## src/rtl/mcdf_pkg.sv

```systemverilog
// Shared definitions for the MCDF arbiter and formatter: channel count,
// the "no channel" ID, default widths, the arbiter state encoding and a
// small ID-to-one-hot helper.
package mcdf_pkg;

   localparam int         MCDF_CH_NUM = 3;
   localparam int         MCDF_DW     = 32;
   localparam int         MCDF_PRIO_W = 2;
   localparam logic [1:0] ID_NONE     = 2'b11;

   typedef enum logic [1:0] {
      ARB_IDLE     = 2'd0,
      ARB_WAIT_ACK = 2'd1,
      ARB_BUSY     = 2'd2
   } arb_state_e;

   // Decode a channel ID into a one-hot slave vector; ID_NONE gives all zero.
   function automatic logic [MCDF_CH_NUM-1:0] id_to_onehot(input logic [1:0] id);
      logic [MCDF_CH_NUM-1:0] oh;
      oh = '0;
      if (id < 2'(MCDF_CH_NUM)) begin
         oh[id] = 1'b1;
      end
      return oh;
   endfunction

endpackage

```

## src/rtl/mcdf_arb_pick.sv

```systemverilog
// Combinational winner selector for the MCDF arbiter.
// Picks the requesting channel with the lowest priority value. Ties go to
// the first channel in search order: with MCDF_ARB_RR_EN defined the search
// starts at last_id+1 (mod 3), otherwise it always starts at channel 0.
module mcdf_arb_pick
   import mcdf_pkg::*;
#(
   parameter int PRIO_W = MCDF_PRIO_W
) (
   input  logic [MCDF_CH_NUM-1:0]        req,
   input  logic [MCDF_CH_NUM*PRIO_W-1:0] prio,
   input  logic [1:0]                    last_id,
   output logic [1:0]                    win_id,
   output logic                          win_val
);

   logic [PRIO_W-1:0] prio_arr [MCDF_CH_NUM];
   logic [1:0]        start_id;
   logic [1:0]        cand_id;
   logic [PRIO_W-1:0] best_prio;

   generate
      for (genvar gi = 0; gi < MCDF_CH_NUM; gi++) begin : g_prio
         assign prio_arr[gi] = prio[gi*PRIO_W +: PRIO_W];
      end
   endgenerate

`ifdef MCDF_ARB_RR_EN
   assign start_id = (last_id >= 2'(MCDF_CH_NUM-1)) ? 2'd0 : last_id + 2'd1;
`else
   // Fixed search order; the round-robin pointer is not consulted.
   logic unused_last_id;
   assign unused_last_id = ^last_id;
   assign start_id       = 2'd0;
`endif

   // Walk the channels in search order; a strict "<" keeps the earliest tie.
   always_comb begin
      win_id    = ID_NONE;
      win_val   = 1'b0;
      best_prio = '1;
      cand_id   = start_id;
      for (int k = 0; k < MCDF_CH_NUM; k++) begin
         if (req[cand_id] && (!win_val || (prio_arr[cand_id] < best_prio))) begin
            win_id    = cand_id;
            win_val   = 1'b1;
            best_prio = prio_arr[cand_id];
         end
         cand_id = (cand_id == 2'(MCDF_CH_NUM-1)) ? 2'd0 : cand_id + 2'd1;
      end
   end

endmodule

```

## src/rtl/mcdf_arbiter.sv

```systemverilog
// Three-channel MCDF arbiter. Presents a winning channel ID to the formatter,
// releases the slave with a one-cycle a2sx_ack on f2a_ack, then steers that
// slave's data combinationally to the formatter until it goes idle again.
// Optional build macro: MCDF_ARB_RR_EN (round-robin tie break with last_id).
module mcdf_arbiter
   import mcdf_pkg::*;
#(
   parameter int DW     = MCDF_DW,
   parameter int PRIO_W = MCDF_PRIO_W
) (
   input  logic                          clk_i,
   input  logic                          rst_n,
   input  logic [MCDF_CH_NUM-1:0]        slv_req,
   input  logic [MCDF_CH_NUM*PRIO_W-1:0] slv_prio,
   input  logic [MCDF_CH_NUM*DW-1:0]     slv_data,
   input  logic [MCDF_CH_NUM-1:0]        slv_val,
   input  logic                          fmt_id_req,
   input  logic                          f2a_ack,
   output logic [1:0]                    a2f_id,
   output logic                          a2f_id_val,
   output logic [MCDF_CH_NUM-1:0]        a2sx_ack,
   output logic [DW-1:0]                 a2f_data,
   output logic                          a2f_val
);

   arb_state_e             state_reg, state_next;
   logic [1:0]             id_reg, id_next;
   logic [MCDF_CH_NUM-1:0] ack_reg, ack_next;
   logic                   drop_seen_reg, drop_seen_next;
   logic [1:0]             pick_last_id;
   logic [1:0]             win_id;
   logic                   win_val;
   logic [DW-1:0]          data_arr [MCDF_CH_NUM];

   generate
      for (genvar gi = 0; gi < MCDF_CH_NUM; gi++) begin : g_data
         assign data_arr[gi] = slv_data[gi*DW +: DW];
      end
   endgenerate

`ifdef MCDF_ARB_RR_EN
   logic [1:0] last_id_reg;

   // Remember the winner only once its packet is granted; aborts leave it alone.
   always_ff @(posedge clk_i or negedge rst_n) begin
      if (!rst_n) begin
         last_id_reg <= 2'd2;
      end else if ((state_reg == ARB_WAIT_ACK) && f2a_ack) begin
         last_id_reg <= id_reg;
      end
   end

   assign pick_last_id = last_id_reg;
`else
   assign pick_last_id = 2'd2;
`endif

   mcdf_arb_pick #(
      .PRIO_W (PRIO_W)
   ) u_pick (
      .req     (slv_req),
      .prio    (slv_prio),
      .last_id (pick_last_id),
      .win_id  (win_id),
      .win_val (win_val)
   );

   // State register plus the registered ID, release pulse and drop flag.
   always_ff @(posedge clk_i or negedge rst_n) begin
      if (!rst_n) begin
         state_reg     <= ARB_IDLE;
         id_reg        <= ID_NONE;
         ack_reg       <= '0;
         drop_seen_reg <= 1'b0;
      end else begin
         state_reg     <= state_next;
         id_reg        <= id_next;
         ack_reg       <= ack_next;
         drop_seen_reg <= drop_seen_next;
      end
   end

   // Next-state logic; f2a_ack takes precedence over a falling fmt_id_req.
   always_comb begin
      state_next     = state_reg;
      id_next        = id_reg;
      ack_next       = '0;
      drop_seen_next = 1'b0;
      case (state_reg)
         ARB_IDLE: begin
            if (fmt_id_req && win_val) begin
               state_next = ARB_WAIT_ACK;
               id_next    = win_id;
            end
         end
         ARB_WAIT_ACK: begin
            if (f2a_ack) begin
               state_next = ARB_BUSY;
               ack_next   = id_to_onehot(id_reg);
            end else if (!fmt_id_req) begin
               state_next = ARB_IDLE;
               id_next    = ID_NONE;
            end
         end
         ARB_BUSY: begin
            if (drop_seen_reg && fmt_id_req && !f2a_ack) begin
               state_next = ARB_IDLE;
               id_next    = ID_NONE;
            end else begin
               drop_seen_next = drop_seen_reg | ~fmt_id_req;
            end
         end
         default: begin
            state_next = ARB_IDLE;
            id_next    = ID_NONE;
         end
      endcase
   end

   // Outputs: registered ID/handshake, zero-latency data mux while BUSY.
   always_comb begin
      a2f_id     = id_reg;
      a2f_id_val = (state_reg == ARB_WAIT_ACK);
      a2sx_ack   = ack_reg;
      a2f_data   = '0;
      a2f_val    = 1'b0;
      if ((state_reg == ARB_BUSY) && (id_reg < 2'(MCDF_CH_NUM))) begin
         a2f_data = data_arr[id_reg];
         a2f_val  = slv_val[id_reg];
      end
   end

endmodule

```

## config.mk

```make
export PLATFORM = sky130hd
export DESIGN_NAME = mcdf_arbiter
export DESIGN_NICKNAME = d
export VERILOG_FILES = /design/src/rtl/mcdf_pkg.sv /design/src/rtl/mcdf_arb_pick.sv /design/src/rtl/mcdf_arbiter.sv
export SDC_FILE = /design/constraint.sdc
export NUM_CORES = 1
export LEC_CHECK = 0
export ABC_AREA = 1
export ABC_CLOCK_PERIOD_IN_PS = 1800
export CELL_PAD_IN_SITES_DETAIL_PLACEMENT = 1
export CELL_PAD_IN_SITES_GLOBAL_PLACEMENT = 1
export CORE_MARGIN = 4
export CORE_UTILIZATION = 36
export CTS_BUF_LIST = sky130_fd_sc_hd__clkbuf_16
export CTS_CLUSTER_DIAMETER = 80
export DETAILED_ROUTE_END_ITERATION = 10
export DONT_BUFFER_PORTS = 1
export GPL_ROUTABILITY_DRIVEN = 1
export PLACE_DENSITY = 0.76
export SKIP_CTS_REPAIR_TIMING = 1
export SLEW_MARGIN = 40
export SYNTH_ARGS = -nofsm -noshare
export SYNTH_HDL_FRONTEND = slang
export SYNTH_SLANG_ARGS = --single-unit
```

## constraint.sdc

```tcl
create_clock -name clk_i -period 1.8 [get_ports clk_i]
set_input_delay 0.36 -clock clk_i [delete_from_list [all_inputs] [get_ports clk_i]]
set_output_delay 0.36 -clock clk_i [all_outputs]
set_load 0.02 [all_outputs]
```

* Word level (Yosys, flattened, before mapping)
Cells that the tools add are included.
** Storage, ports and cells
- Output and inout bits :: 39
- Logic and storage cells :: 67
- Input port bits :: 112
- Register bits :: 8
** Cells by class
- Reduce and logical (&&, ||, !) cells :: 15
- Bitwise gates (word level) :: 3
- $lt $le $gt $ge :: 6
- Equality and inequality tests :: 7
- Mux-type cells :: 32
** Operators by type and width (count)
- 32-bit 2-to-1 mux :: 3
- 32-bit binary-select mux with 2-bit select :: 1
- 2-bit 2-to-1 mux :: 13
- 2-bit one-hot mux with 3 select lines :: 2
- 3-bit 2-to-1 mux :: 3
- 1-bit 2-to-1 mux :: 8
- 2-bit inequality test (second input constant) :: 4
- 1-bit logical AND :: 7
- 2-bit < comparator :: 2
- 4-bit AND reduction :: 1
- 3-bit greater-or-equal comparator (second input constant) :: 1
- 1-bit logical NOT :: 3
- 2-bit by 3-bit < comparator with 1-bit output (second input constant) :: 1
- 3-bit inequality test (second input constant) :: 1
- 2-bit NOT with 3-bit output :: 1
- 3-bit AND reduction :: 1
- 1-bit binary-select mux with 2-bit select :: 1
- 1-bit demux with 2-bit select :: 1
- 2-bit by 1-bit == test with 1-bit output (second input constant) :: 1
- 2-bit == test (second input constant) :: 1
- 2-bit by 1-bit greater-or-equal comparator with 1-bit output (second input constant) :: 1
- 2-bit logical NOT :: 1
- 1-bit logical OR :: 2
- 2-bit < comparator (second input constant) :: 1
- 2 further kinds :: 2

* Longest topological paths before layout
- Word-level depth :: 12
- Gate-level depth with buffers :: 13
- Depth with buffers taken out :: 13

* By module
Synthesis repeated with hierarchy kept, for this count alone.
** Second synthesis, totals
- Cells, all modules :: 288
- Area, all modules :: 1416.4 um2
** Modules (own cells, without submodules)
- mcdf_arbiter :: area each 1265.0 um2, times used 1, cells an instance 257, seq. area each 202.7 um2
- mcdf_arb_pick :: area each 151.4 um2, times used 1, cells an instance 31, seq. area each 0.0 um2

* Worst setup path after synthesis
OpenSTA, ideal clock, no wires.
- Kind :: register to output
- Start :: register id_reg[0], in the netlist a2f_id[0]
- End :: output port a2f_data[25]
- Stages on the path, launching flop included :: 7
- Path slack :: 0.090 ns
- Required time :: 1.440 ns
- Buffers on the path :: 2
- Arrival :: 1.350 ns
- Cell sequence :: dfstp_2 > buf_4 > buf_2 > nand3_1 > nand3_1 > nand2_1 > inv_1
** On the way
- Longest elaborated chain between the ends :: 5
- Elaborated cells between the ends (all ways) :: 7
- Those cells by class :: 1 x order compare; 4 x mux; 1 x bitwise; 1 x reduce/logical
** RTL lines
- from (decl) :: line mcdf_arbiter.sv:27 : logic [1:0] id_reg, id_next;
- from (signal assigned) :: line mcdf_arbiter.sv:77 : id_reg <= id_next;
- 2-bit NOT with 3-bit output (implied by the code) :: line mcdf_arbiter.sv:128 : a2f_data = data_arr[id_reg];
- 32-bit binary-select mux with 2-bit select :: line mcdf_arbiter.sv:128
- 32-bit 2-to-1 mux (implied by the code) (2 in a row) :: line mcdf_arbiter.sv:128
- 32-bit 2-to-1 mux * :: line mcdf_arbiter.sv:127 : if ((state_reg == ARB_BUSY) && (id_reg < 2'(MCDF_CH_NUM))) begin
- to (decl) :: line mcdf_arbiter.sv:22 : output logic [DW-1:0] a2f_data,
Mark *: on every way between the ends. The rest lies on a longest branch, timed or not. The select of a mux whose other input is x is not followed.

* Worst setup path in the final report
- Start :: register id_reg[1], in the netlist a2f_id[1]
- End :: output port a2f_data[31]
The elaborated chain is that of the path after synthesis.

==> flow_summary_export.csv <==
group,metric,value,unit
outcome,outcome,"finished with violations",
outcome,violations,"setup timing",
floorplanning,start_util,37.93,%
grt,grt-ovfl-total,0,
layout,stdcell_count,336,
layout,nets,402,
drt,drtIter0Drc,65,
pwr,internal_power,1104,uW
clocking,clk_path_buf_depth,2,
place,place_inst,329,
yosys,synth-seq-cells,8,
drt,first_pass_iters,4,
grt,grt_max_degree,36,
yosys,synth_seq_area_share,14.27,%
floorplanning,die_h,70.81,microns
layout,diodes,0,
grt,grt_first_pass_wirelength,8521,microns
grt,grtUsageMet1,23.02,%
drt,ant_nets,0,
timing,finClkSkew,0.001952,ns
floorplanning,core_area,3744,sq um
yosys,synth_nets,400,
pwr,clock_power_share,16.9,%
place,dp_worst_setup_slack,0.09348,ns
pwr,pwr_density_cell,1353,nW/um^2
yosys,synth.most_common_cell,"nand2_1",
yosys,async_reset_ff_share,100.0,%
timing,period_minus_slack,1.875,ns
clocking,htree_num_levels,1,
layout,syn_to_final_growth,18.94,%
pwr,seqPwrFrac,14.4,%
clocking,clkSinkCount,8,
floorplanning,design.die.area,5013,sq um
grt,busiest_layer,"met2",
grt,antenna_found_initial,0,
drt,wirelength,5609,microns
grt,first_global_vias,1770,
worst_setup_path,crit_path_start_kind,"flip-flop",
worst_setup_path,path_class,"reg2out",
timing,fin_ws,-0.07528,ns
timing,setup_viol,33,
pwr,sw_frac_of_total,51.68,%
layout,largest_register_ffs,3,
place,gp_congestion,0.8097,
timing,fmax,533.3,MHz
grt,use_met3,6.108,%
timing,hold_violations,0,
floorplanning,fp.dieW,70.81,microns
pwr,combPwrFrac,68.6,%
clocking,clock_latency,0.24,ns
worst_setup_path,worstPathMaxFanout,17,
yosys,synth_edf_count,0,
timing,fin_crit_sh,104.2,%
yosys,synthesis.area,1420,sq um
timing,slew-limit-headroom,75.08,%
layout,drive_gt1_share,24.65,%
yosys,synth_area_leaders,"nand2_1, nand3_1, inv_1",
timing,worst_slew_pin_slew,0.3734,ns
place,hpwlAfterDp,4230,microns
timing,maxSlewViolCount,0,
clocking,cts_tree,"yes",
floorplanning,row_count,22,
flow_run,drv_cap,0,
timing,fin_setup_tns,-1.402,ns
floorplanning,ios,151,
pwr,peakVddDrop,0.7084,mV
place,portBuffers,0,
pwr,leakage,0.0009907,uW
clocking,clockRootBuffer,"clkbuf_16",
timing,hold_ws,0.2288,ns
yosys,ys.flop_type,"dfrtp_1",
clocking,numCtsBuffers,3,
yosys,synth_area_leader_cell,"nand2_1",
min_path,holdCritPathClass,"in2reg",
yosys,ys_warn_count,0,
timing,rsz0062_at_grt,"true",
worst_setup_path,crit_arrival,1.52,ns
drt,via_per_inst,5.545,
yosys,synth_top_area_share,30.40,%
worst_setup_path,end_kind,"output port",
drt,drc,0,
yosys,synth_area_per_cell,4.948,sq um
grt,grt_usage,20.46,%
yosys,synth.distinct_cells,21,
pwr,p_switching,1181,uW
drt,post_drt_wl_per_cell,16.69,microns
clocking,clk_pin_slew,0.04,ns
yosys,postSynthCellCount,287,
drt,vias,1863,
grt,globalRouteMet2Util,36.46,%
worst_setup_path,cp.required,1.44,ns
yosys,synthTopCellsByCount,"nand2_1, nand3_1, inv_1",
## layer usage
metal	vias up	share of wire [%]
met2	99	52
met3	10	10
met5	-	0
li1	885	-
met4	0	2.0
met1	869	35
## through the flow
step           total power (uW)  utilization [%]  instance area (sq um)
2_1_floorplan              1380                -                   1420
5_1_grt                    2501            45.12                   1689
3_3_place_gp               1719            40.51                   1516
4_1_cts                    2142            42.61                   1595
3_5_place_dp               1746            40.51                   1516
6_report                   2285            45.12                   1689
## worst max-delay path, stage by stage (launching register included)
cell and delay (ns):
dfstp_2 0.56, inv_2 0.06, nor2_4 0.14, buf_12 0.17
nand2_1 0.09, nand3_1 0.07, nand2_1 0.06, inv_2 0.12
## cell families after synthesis
logic type / Yosys count / synth area share (%)
buffers and inverters: 66 / 18.77
adders and majority gates: 1 / 0.8809
and+or+nand+nor: 204 / 61.67
DFF: 8 / 14.27
AOI/OAI and AO/OA: 8 / 4.405
## worst paths after layout
| check | start | endpoint | slack (ns) | cells past startpoint |
|---|---|---|---|---|
| min | f2a_ack | state_reg[0]$_DFFE_PN0P_ | 0.23 | 1 |
| max reg2reg | state_reg[1]$_DFFE_PN0P_ | a2f_id[1]$_DFFE_PN1P_ | 0.37 | 8 |
| min reg2reg | drop_seen_reg$_DFF_PN0_ | drop_seen_reg$_DFF_PN0_ | 0.56 | 2 |
| max | a2f_id[1]$_DFFE_PN1P_ | a2f_data[31] | -0.08 | 7 |
| min in group asynchronous | rst_n | drop_seen_reg$_DFF_PN0_ | 0.47 | 1 |
| max in group asynchronous | rst_n | a2f_id[1]$_DFFE_PN1P_ | 1.02 | 1 |
## power groups by stage
stage	Combinational, uW	Sequential, uW	Clock, uW
CTS	1420	329	392
finish	1570	329	387
global placement	1390	328	0
floorplan	1050	327	0
global route	1760	340	402
detailed placement	1410	332	0
## placed cells by master, fill, tap and decap left out, types with 2 or more instances in the layout
cell	count
buf_4	6
clkbuf_16	4
inv_2	35
nor2_2	2
inv_1	15
buf_12	3
buf_6	2
nand3_1	63
nand3_2	7
dfrtp_1	6
nand2_1	114
nor3_1	2
a21oi_1	2
nand2_2	5
nor2_1	10
o21ai_0	2
## final cells by class
class / count / area (sq um)
multi-input cells: 213 / 991.0
well taps: 48 / 60.06
clock buffers: 3 / 75.07
repair buffers: 13 / 162.7
clock inverters: 1 / 3.754
inverters: 50 / 190.2
flip-flops and latches: 8 / 206.4
fillers: 550 / 2054
Power figures use the tool's default switching activity.
